===== config.mk =====
export PLATFORM = sky130hd
export DESIGN_NAME = extio8x4_syncn
export DESIGN_NICKNAME = d
export VERILOG_FILES = /design/src/rtl/extio8x4_pkg.sv /design/src/rtl/extio8x4_sync_chain.sv /design/src/rtl/extio8x4_syncn.sv
export SDC_FILE = /design/constraint.sdc
export NUM_CORES = 1
export LEC_CHECK = 0
export CAP_MARGIN = 10
export CORE_MARGIN = 2
export CORE_UTILIZATION = 48
export CTS_BUF_LIST = sky130_fd_sc_hd__clkbuf_16
export DETAILED_ROUTE_END_ITERATION = 6
export PLACE_DENSITY_LB_ADDON = 0.08
export SYNTH_ARGS = -nofsm -noshare
export SYNTH_HDL_FRONTEND = slang
export SYNTH_SLANG_ARGS = --single-unit

===== constraint.sdc =====
create_clock -name clk -period 2.3 [get_ports clk]
set_input_delay 0.46 -clock clk [delete_from_list [all_inputs] [get_ports clk]]
set_output_delay 0.46 -clock clk [all_outputs]
set_load 0.01 [all_outputs]

===== src/rtl/extio8x4_pkg.sv =====
// Shared constants and helpers for the extio8x4 input synchroniser.
// Holds the legal parameter ranges and the filter counter width function.
package extio8x4_pkg;

  localparam int CHANNELS_MIN = 1;
  localparam int CHANNELS_MAX = 32;
  localparam int STAGES_MIN   = 2;
  localparam int STAGES_MAX   = 4;
  localparam int FILTER_MIN   = 1;
  localparam int FILTER_MAX   = 15;

  // Width of a counter that holds 0..filter_cycles (never narrower than 1 bit).
  function automatic int cnt_width(input int filter_cycles);
    return (filter_cycles < 1) ? 1 : $clog2(filter_cycles + 1);
  endfunction

endpackage


===== src/rtl/extio8x4_sync_chain.sv =====
// Single-channel synchroniser: STAGES-deep flop chain for one async input.
// Exposes the chain output and the value it will take on the next edge, so
// the parent can register edge pulses aligned with the output change.
module extio8x4_sync_chain
  import extio8x4_pkg::*;
#(
  parameter int   STAGES      = 2,
  parameter logic RESET_VALUE = 1'b0
) (
  input  logic clk,
  input  logic resetn,
  input  logic sig_i,
  output logic sync_o,
  output logic sync_next_o
);

  if (STAGES < STAGES_MIN || STAGES > STAGES_MAX) begin : g_bad_stages
    $error("extio8x4_sync_chain: STAGES out of range");
  end

  logic [STAGES-1:0] chain_q;

  // Shift the async input through the chain; stage 0 is the metastable one.
  always_ff @(posedge clk or negedge resetn) begin
    if (!resetn) begin
      chain_q <= {STAGES{RESET_VALUE}};
    end else begin
      // NOTE: non-blocking so every stage samples the pre-edge value of its
      // predecessor; blocking here would collapse the chain to one flop.
      chain_q <= {chain_q[STAGES-2:0], sig_i};
    end
  end

  assign sync_o      = chain_q[STAGES-1];
  assign sync_next_o = chain_q[STAGES-2];

endmodule


===== src/rtl/extio8x4_syncn.sv =====
// extio8x4_syncn: multi-channel async input synchroniser with optional glitch
// filter and registered rise/fall pulses.
// Build option: define EXTIO8X4_SYNCN_FILTER_EN to compile in the per-channel
// glitch filter; without it sig_s is the raw synchroniser output.
module extio8x4_syncn
  import extio8x4_pkg::*;
#(
  parameter int                  CHANNELS      = 8,
  parameter int                  STAGES        = 2,
  parameter logic [CHANNELS-1:0] RESET_VALUE   = {CHANNELS{1'b0}},
  parameter int                  FILTER_CYCLES = 3
) (
  input  logic                clk,
  input  logic                resetn,
  input  logic                testmode,
  input  logic [CHANNELS-1:0] sig_a,
  output logic [CHANNELS-1:0] sig_s,
  output logic [CHANNELS-1:0] sig_rise,
  output logic [CHANNELS-1:0] sig_fall
);

  // Reject illegal configurations at elaboration. FILTER_CYCLES is range
  // checked in both builds so a parameter set stays valid either way.
  if (CHANNELS < CHANNELS_MIN || CHANNELS > CHANNELS_MAX) begin : g_bad_channels
    $error("extio8x4_syncn: CHANNELS out of range");
  end
  if (STAGES < STAGES_MIN || STAGES > STAGES_MAX) begin : g_bad_stages
    $error("extio8x4_syncn: STAGES out of range");
  end
  if (FILTER_CYCLES < FILTER_MIN || FILTER_CYCLES > FILTER_MAX) begin : g_bad_filter
    $error("extio8x4_syncn: FILTER_CYCLES out of range");
  end

  logic [CHANNELS-1:0] sync_q;   // synchroniser outputs
  logic [CHANNELS-1:0] sync_d;   // synchroniser outputs after the next edge
  logic [CHANNELS-1:0] level_q;  // functional level presented on sig_s
  logic [CHANNELS-1:0] level_d;  // level_q after the next edge
  logic [CHANNELS-1:0] rise_q;
  logic [CHANNELS-1:0] fall_q;

  for (genvar gi = 0; gi < CHANNELS; gi++) begin : g_chain
    extio8x4_sync_chain #(
      .STAGES      (STAGES),
      .RESET_VALUE (RESET_VALUE[gi])
    ) u_chain (
      .clk         (clk),
      .resetn      (resetn),
      .sig_i       (sig_a[gi]),
      .sync_o      (sync_q[gi]),
      .sync_next_o (sync_d[gi])
    );
  end

`ifdef EXTIO8X4_SYNCN_FILTER_EN
  localparam int               CNT_W   = cnt_width(FILTER_CYCLES);
  localparam logic [CNT_W-1:0] CNT_MAX = CNT_W'(FILTER_CYCLES - 1);

  logic [CHANNELS-1:0] filt_q;
  logic [CNT_W-1:0]    cnt_q [CHANNELS];
  logic [CNT_W-1:0]    cnt_d [CHANNELS];

  // The look-ahead chain value only feeds the unfiltered edge path.
  logic unused_sync_d;
  assign unused_sync_d = ^sync_d;

  // Filter rule: a disagreeing level must persist FILTER_CYCLES cycles before
  // it is accepted; any agreement clears the count, so it never wraps.
  always_comb begin
    // NOTE: defaults first so every path assigns every output; otherwise the
    // tool infers latches for the untouched branches.
    level_d = filt_q;
    for (int i = 0; i < CHANNELS; i++) begin
      cnt_d[i] = '0;
      if (sync_q[i] != filt_q[i]) begin
        if (cnt_q[i] == CNT_MAX) begin
          level_d[i] = sync_q[i];
        end else begin
          cnt_d[i] = cnt_q[i] + 1'b1;
        end
      end
    end
  end

  // Filter state; reset drops any partial count.
  always_ff @(posedge clk or negedge resetn) begin
    if (!resetn) begin
      filt_q <= RESET_VALUE;
      // NOTE: the counter array is control state, not storage, so every entry
      // is reset; a stale count would shorten the first filter window.
      for (int i = 0; i < CHANNELS; i++) begin
        cnt_q[i] <= '0;
      end
    end else begin
      filt_q <= level_d;
      for (int i = 0; i < CHANNELS; i++) begin
        cnt_q[i] <= cnt_d[i];
      end
    end
  end

  assign level_q = filt_q;
`else
  assign level_q = sync_q;
  assign level_d = sync_d;
`endif

  // Register edge pulses from the upcoming level change so they coincide with
  // the cycle in which the new level first appears.
  always_ff @(posedge clk or negedge resetn) begin
    if (!resetn) begin
      rise_q <= '0;
      fall_q <= '0;
    end else begin
      rise_q <= level_d & ~level_q;
      fall_q <= ~level_d & level_q;
    end
  end

  // Test bypass: raw inputs straight through, pulses suppressed, state keeps
  // clocking so leaving testmode causes no spurious edges.
  assign sig_s    = testmode ? sig_a : level_q;
  assign sig_rise = rise_q & {CHANNELS{~testmode}};
  assign sig_fall = fall_q & {CHANNELS{~testmode}};

endmodule

=== After elaboration in Yosys (flattened, before gate mapping) ===
Index checks and enable logic that the tools add are counted.

* Bits in registers: 32
* Bits of input ports: 11
* Output and inout port bits: 24
* Word-level logic and storage cells: 18

* Muxes and demuxes: 1
* Bitwise gates (word level): 7

{| class="wikitable"
|+ Operators by type and width
! operator !! count
|-
| $and 8x8->8 || 4
|-
| $not 8->8 || 2
|-
| $mux 8 || 1
|-
| $not 1->1 || 1
|}

=== Longest topological paths before layout ===
* Depth in word-level cells: 2
* Gate-level depth with buffers: 3

=== Modules after synthesis ===
From an unflattened synthesis, not the netlist that was laid out.

* Cell total of the unflattened synthesis: 75
* Area, all modules: 1,144.8 um2

{| class="wikitable"
|+ By module, submodules not included
! module !! times used !! cells each !! area an instance (um2) !! seq. area each (um2)
|-
| extio8x4_syncn || 1 || 59 || 744.5 || 400.4
|-
| extio8x4_sync_chain || 8 || 2 || 50.0 || 50.0
|}

=== Worst setup path before layout ===
Ideal clock, no wire load.

* Kind: input port to output port
* Start point: input testmode
* End point: output sig_s[0]
* Arrival time: 1.000 ns
* Required time: 1.840 ns
* Setup slack: 0.840 ns
* Cell stages on the path: 3
* Path buffers: 2
* Cells stage by stage: buf_6 buf_8 mux2_4

* Cells in the longest elaborated chain, start to end: 1

{| class="wikitable"
|+ RTL lines
! what !! RTL line !! source
|-
| start: declaration || extio8x4_syncn.sv:15 || <nowiki>input logic testmode,</nowiki>
|-
| $mux 8 || extio8x4_syncn.sv:121 || <nowiki>assign sig_s = testmode ? sig_a : level_q;</nowiki>
|-
| end: declaration || extio8x4_syncn.sv:17 || <nowiki>output logic [CHANNELS-1:0] sig_s,</nowiki>
|}

No other way between the ends.

=== Worst setup path after layout ===
* Start point: input testmode
* End point: output sig_rise[4]

* Cells in the longest elaborated chain, start to end: 2

{| class="wikitable"
|+ RTL lines
! what !! RTL line !! source
|-
| $not 1->1 || extio8x4_syncn.sv:122 || <nowiki>assign sig_rise = rise_q & {CHANNELS{~testmode}};</nowiki>
|-
| $and 8x8->8 || extio8x4_syncn.sv:122 ||
|-
| end: declaration || extio8x4_syncn.sv:18 || <nowiki>output logic [CHANNELS-1:0] sig_rise,</nowiki>
|}

No other way between the ends.

==> results.md <==
| Parameter | Value |
| --- | --- |
| Peak clock frequency supported by timing | 442 MHz |
| Slew at the pin with the worst max-slew slack | 376 ps |
| Crit-path max cell delay | 530 ps |
| Post-synthesis average cell area | 15.3 um2 |
| Number of slew-limit violations in the final report | 0 |
| Detail-routed via count per cell | 4.78 |
| Post-Synthesis Cells | 75 |
| Global Route Usage Sum | 0.154 |
| Most numerous cell on the critical path | clkdlybuf4s50_1 |
| Count leader, synth | dfrtp_1 |
| Overflow left after global routing | 0 |
| Reg2Reg Launch Point | g_chain[5].u_chain.chain_q[1] |
| Worst slew slack as a fraction of its limit | 0.749 |
| Slowest cell on the critical path | clkdlybuf4s50_1 |
| Register Area | 801 um2 |
| Status | finished clean |
| Register-to-register setup slack | 1660 ps |
| TritonCTS clock tree | yes |
| Depth of the worst register-to-register path | 1 |
| Maximum level of the CTS H-tree | 2 |
| Fraction of the yosys area taken by sequential cells | 0.699 |
| Hold-fix buffers at CTS | 0 |
| Total core area | 2230 um2 |
| Max Root-Sink Buffers | 2 |
| Min Tclk post-route | 2260 ps |
| Syn Std Cell Area | 1140 um2 |
| Setup repair bufs after CTS | 0 |
| Number of gates resized after CTS | 15 |
| Wire length of the first global-routing pass | 2860 um |
| Beginning of the worst hold path | g_chain[7].u_chain.chain_q[0] |
| Post-layout total power | 1.45 mW |
| Final routed wirelength across all metal layers | 1810 um |
| Skew final | 4.53 ps |
| Number of maximum-capacitance violations | 0 |
| Primary FF master, synth | dfrtp_1 |
| Post-route ant nets | 0 |
| Startpoint class of the critical path | input pin |
| Post-synth EDFFs | 0 |
| Hold endpoint | g_chain[7].u_chain.chain_q[1] |
| Ys Warns | 0 |
| CP Capture Type | output port |
| Critical path peak fanout | 17 |
| Post-synth top cells | 32 x dfrtp_1, 26 x nor2b_1, 6 x and2b_1 |
| Final setup slack of the worst path | 38.9 ps |
| WL per Instance | 12.5 um |
| Library cells used by synthesis | 8 |
| Tightest Hold Check Type | reg -> reg |
| Final count of negative-setup-slack endpoints | 0 |
| Post-route clock period utilization | 0.983 |
| Area growth from synthesis to final layout | 47.3% |
| Multi-input combinational cell area | 313 um2 |
| Combinational power share | 0.085 |
| Worst setup slack after placement | -127 ps |
| Die Width | 52.8 um |
| Syn nets | 86 |
| Switching Power | 0.277 mW |
| Library cell occupying the most area in the post-synthesis netlist | dfrtp_1 |
| Crit path cell chain | clkdlybuf4s50_1 > buf_12 > and2b_1 > clkdlybuf4s50_1 |
| Routability-driven placement congestion ratio | 0.662 |
| Worst IR Drop VDD | 0.000638 V |
| Power per cell area | 857 nW/um2 |
| Leakage | 0.841 nW |
| Total number of placement rows | 17 |
| Filler cells | 153 |
| Internal power contribution | 1.17 mW |
| Drt first-iter violations | 2 |
| Vias in the first global route | 689 |
| Chip height | 52.8 um |
| Number of antenna violations at the first check in global routing | 0 |
| Pin count of the biggest net entering global routing | 33 |
| Net count of the finished layout | 127 |
| I/O Buffers | 34 |
| IO Pins | 35 |
| Unrepaired setup endpoints after global routing | false |
| Initial Utilization | 0.513 |
| Portion of synthesized cell area occupied by the leading cell type | 0.699 |
| Register bit total from synthesis | 32 |
| Proportion of register bits with asynchronous set or reset after synthesis | 1.00 |
| Relative contribution of the clock network to total power | 0.496 |
| Number of sinks on the clock net | 32 |
| Fraction of layout instances using a drive strength above 1 | 0.154 |
| Switching power as a share of total power | 0.191 |
| Power share of the sequential group | 0.419 |
| TritonCTS buffer count | 5 |
| Clock latency on the worst-skew pair | 270 ps |
| Area contributors post-synth | dfrtp_1 70%, nor2b_1 14%, mux2_4 5.2% |
| Hold violation count in the final report | 0 |
| Antenna Cells | 0 |
| DRC errors left | 0 |
| Clk root buf | clkbuf_16 |
| Critical path required time | 1840 ps |
| Capture point of the worst reg-to-reg path | fall_q[5] |
| Arrival time of data at the critical path endpoint | 1800 ps |
| Kind of critical path | in -> out |
| Initial DRT Pass Iterations | 4 |
| Sum of negative setup slack | 0 ps |
| Detailed-route via count | 693 |
| Die area | 2790 um2 |
| Worst Hold Depth | 0 |
| Clock transition time at the flip-flop clock pins of the worst setup and hold paths | 50 ps |
| Worst hold slack across all endpoints | 391 ps |
| Final HPWL from detailed placement | 1250 um |
-- power by group through the flow --
stage                     sequential (mW)  clock, mW  combinational [mW]
after CTS                           0.606      0.732               0.126
after global placement              0.613          0               0.134
after floorplan                     0.611          0              0.0567
after global routing                0.609      0.754               0.133
final                               0.606      0.717               0.123
after detailed placement            0.615          0               0.137
-- worst max-delay path by stage --
stage,from,end,slack [ps],cells past startpoint
after floorplan,testmode,sig_s[0],840,3
after global placement,testmode,sig_s[5],-100,4
after detailed placement,testmode,sig_s[7],-130,4
after CTS,testmode,sig_fall[2],1,5
after global routing,testmode,sig_rise[6],10,4
final,testmode,sig_rise[4],40,4
-- flip-flops by register name, indices dropped and copies added, names as in the netlist --
register / flops
fall_q: 8
g_chain.u_chain.chain_q: 16
rise_q: 8
-- critical path: cells and delay by family --
family	cells	cell delay [ps]
buf+inv	3	1140
simple gates	1	190
-- cell usage in the layout, fill, tap and decap left out --
master            n
mux2_2            4
clkinv_2          1
dlymetal6s2s_1    2
clkdlybuf4s50_1  17
mux2_4            4
clkbuf_16         5
buf_4             1
and2b_1           6
bufinv_16         1
buf_12            2
dlygate4sd2_1    15
nor2b_1          26
dfrtp_1          32
inv_1             1
-- layout make-up --
class | instances | share of cell area
Tap cell | 28 | 0.0208
Multi-Input combinational cell | 40 | 0.185
Timing Repair Buffer | 37 | 0.222
Sequential cell | 32 | 0.475
Clock inverter | 3 | 0.0230
Clock buffer | 5 | 0.0742
-- per-layer routing --
layer  GRT usage  routed length, um  vias to the layer above  part of all wire
li1            -                  -                      313                 -
met1       0.155                687                      357              0.38
met2       0.267               1020                       19              0.56
met3      0.0429                 78                        4             0.043
met4       0.115                 33                        0             0.018
met5           0                  0                        -                 0
-- cell families (layout without fill, tap and decap cells) --
logic type	count (synthesis)	after routing	share of synthesized area
multiplexers	8	8	0.0918
AND/OR/NAND/NOR	32	32	0.181
buffers and inverters	3	45	0.0273
flip-flops	32	32	0.699
-- metrics by stage --
step / area, um2 / util / instances
after floorplan: 1140 / - / 75
after global placement: 1540 / 0.688 / 137
after detailed placement: 1540 / 0.688 / 137
after CTS: 1680 / 0.753 / 145
after global routing: 1690 / 0.755 / 145
final: 1690 / 0.755 / 145
Note: power is estimated with default switching activity, not from simulation.
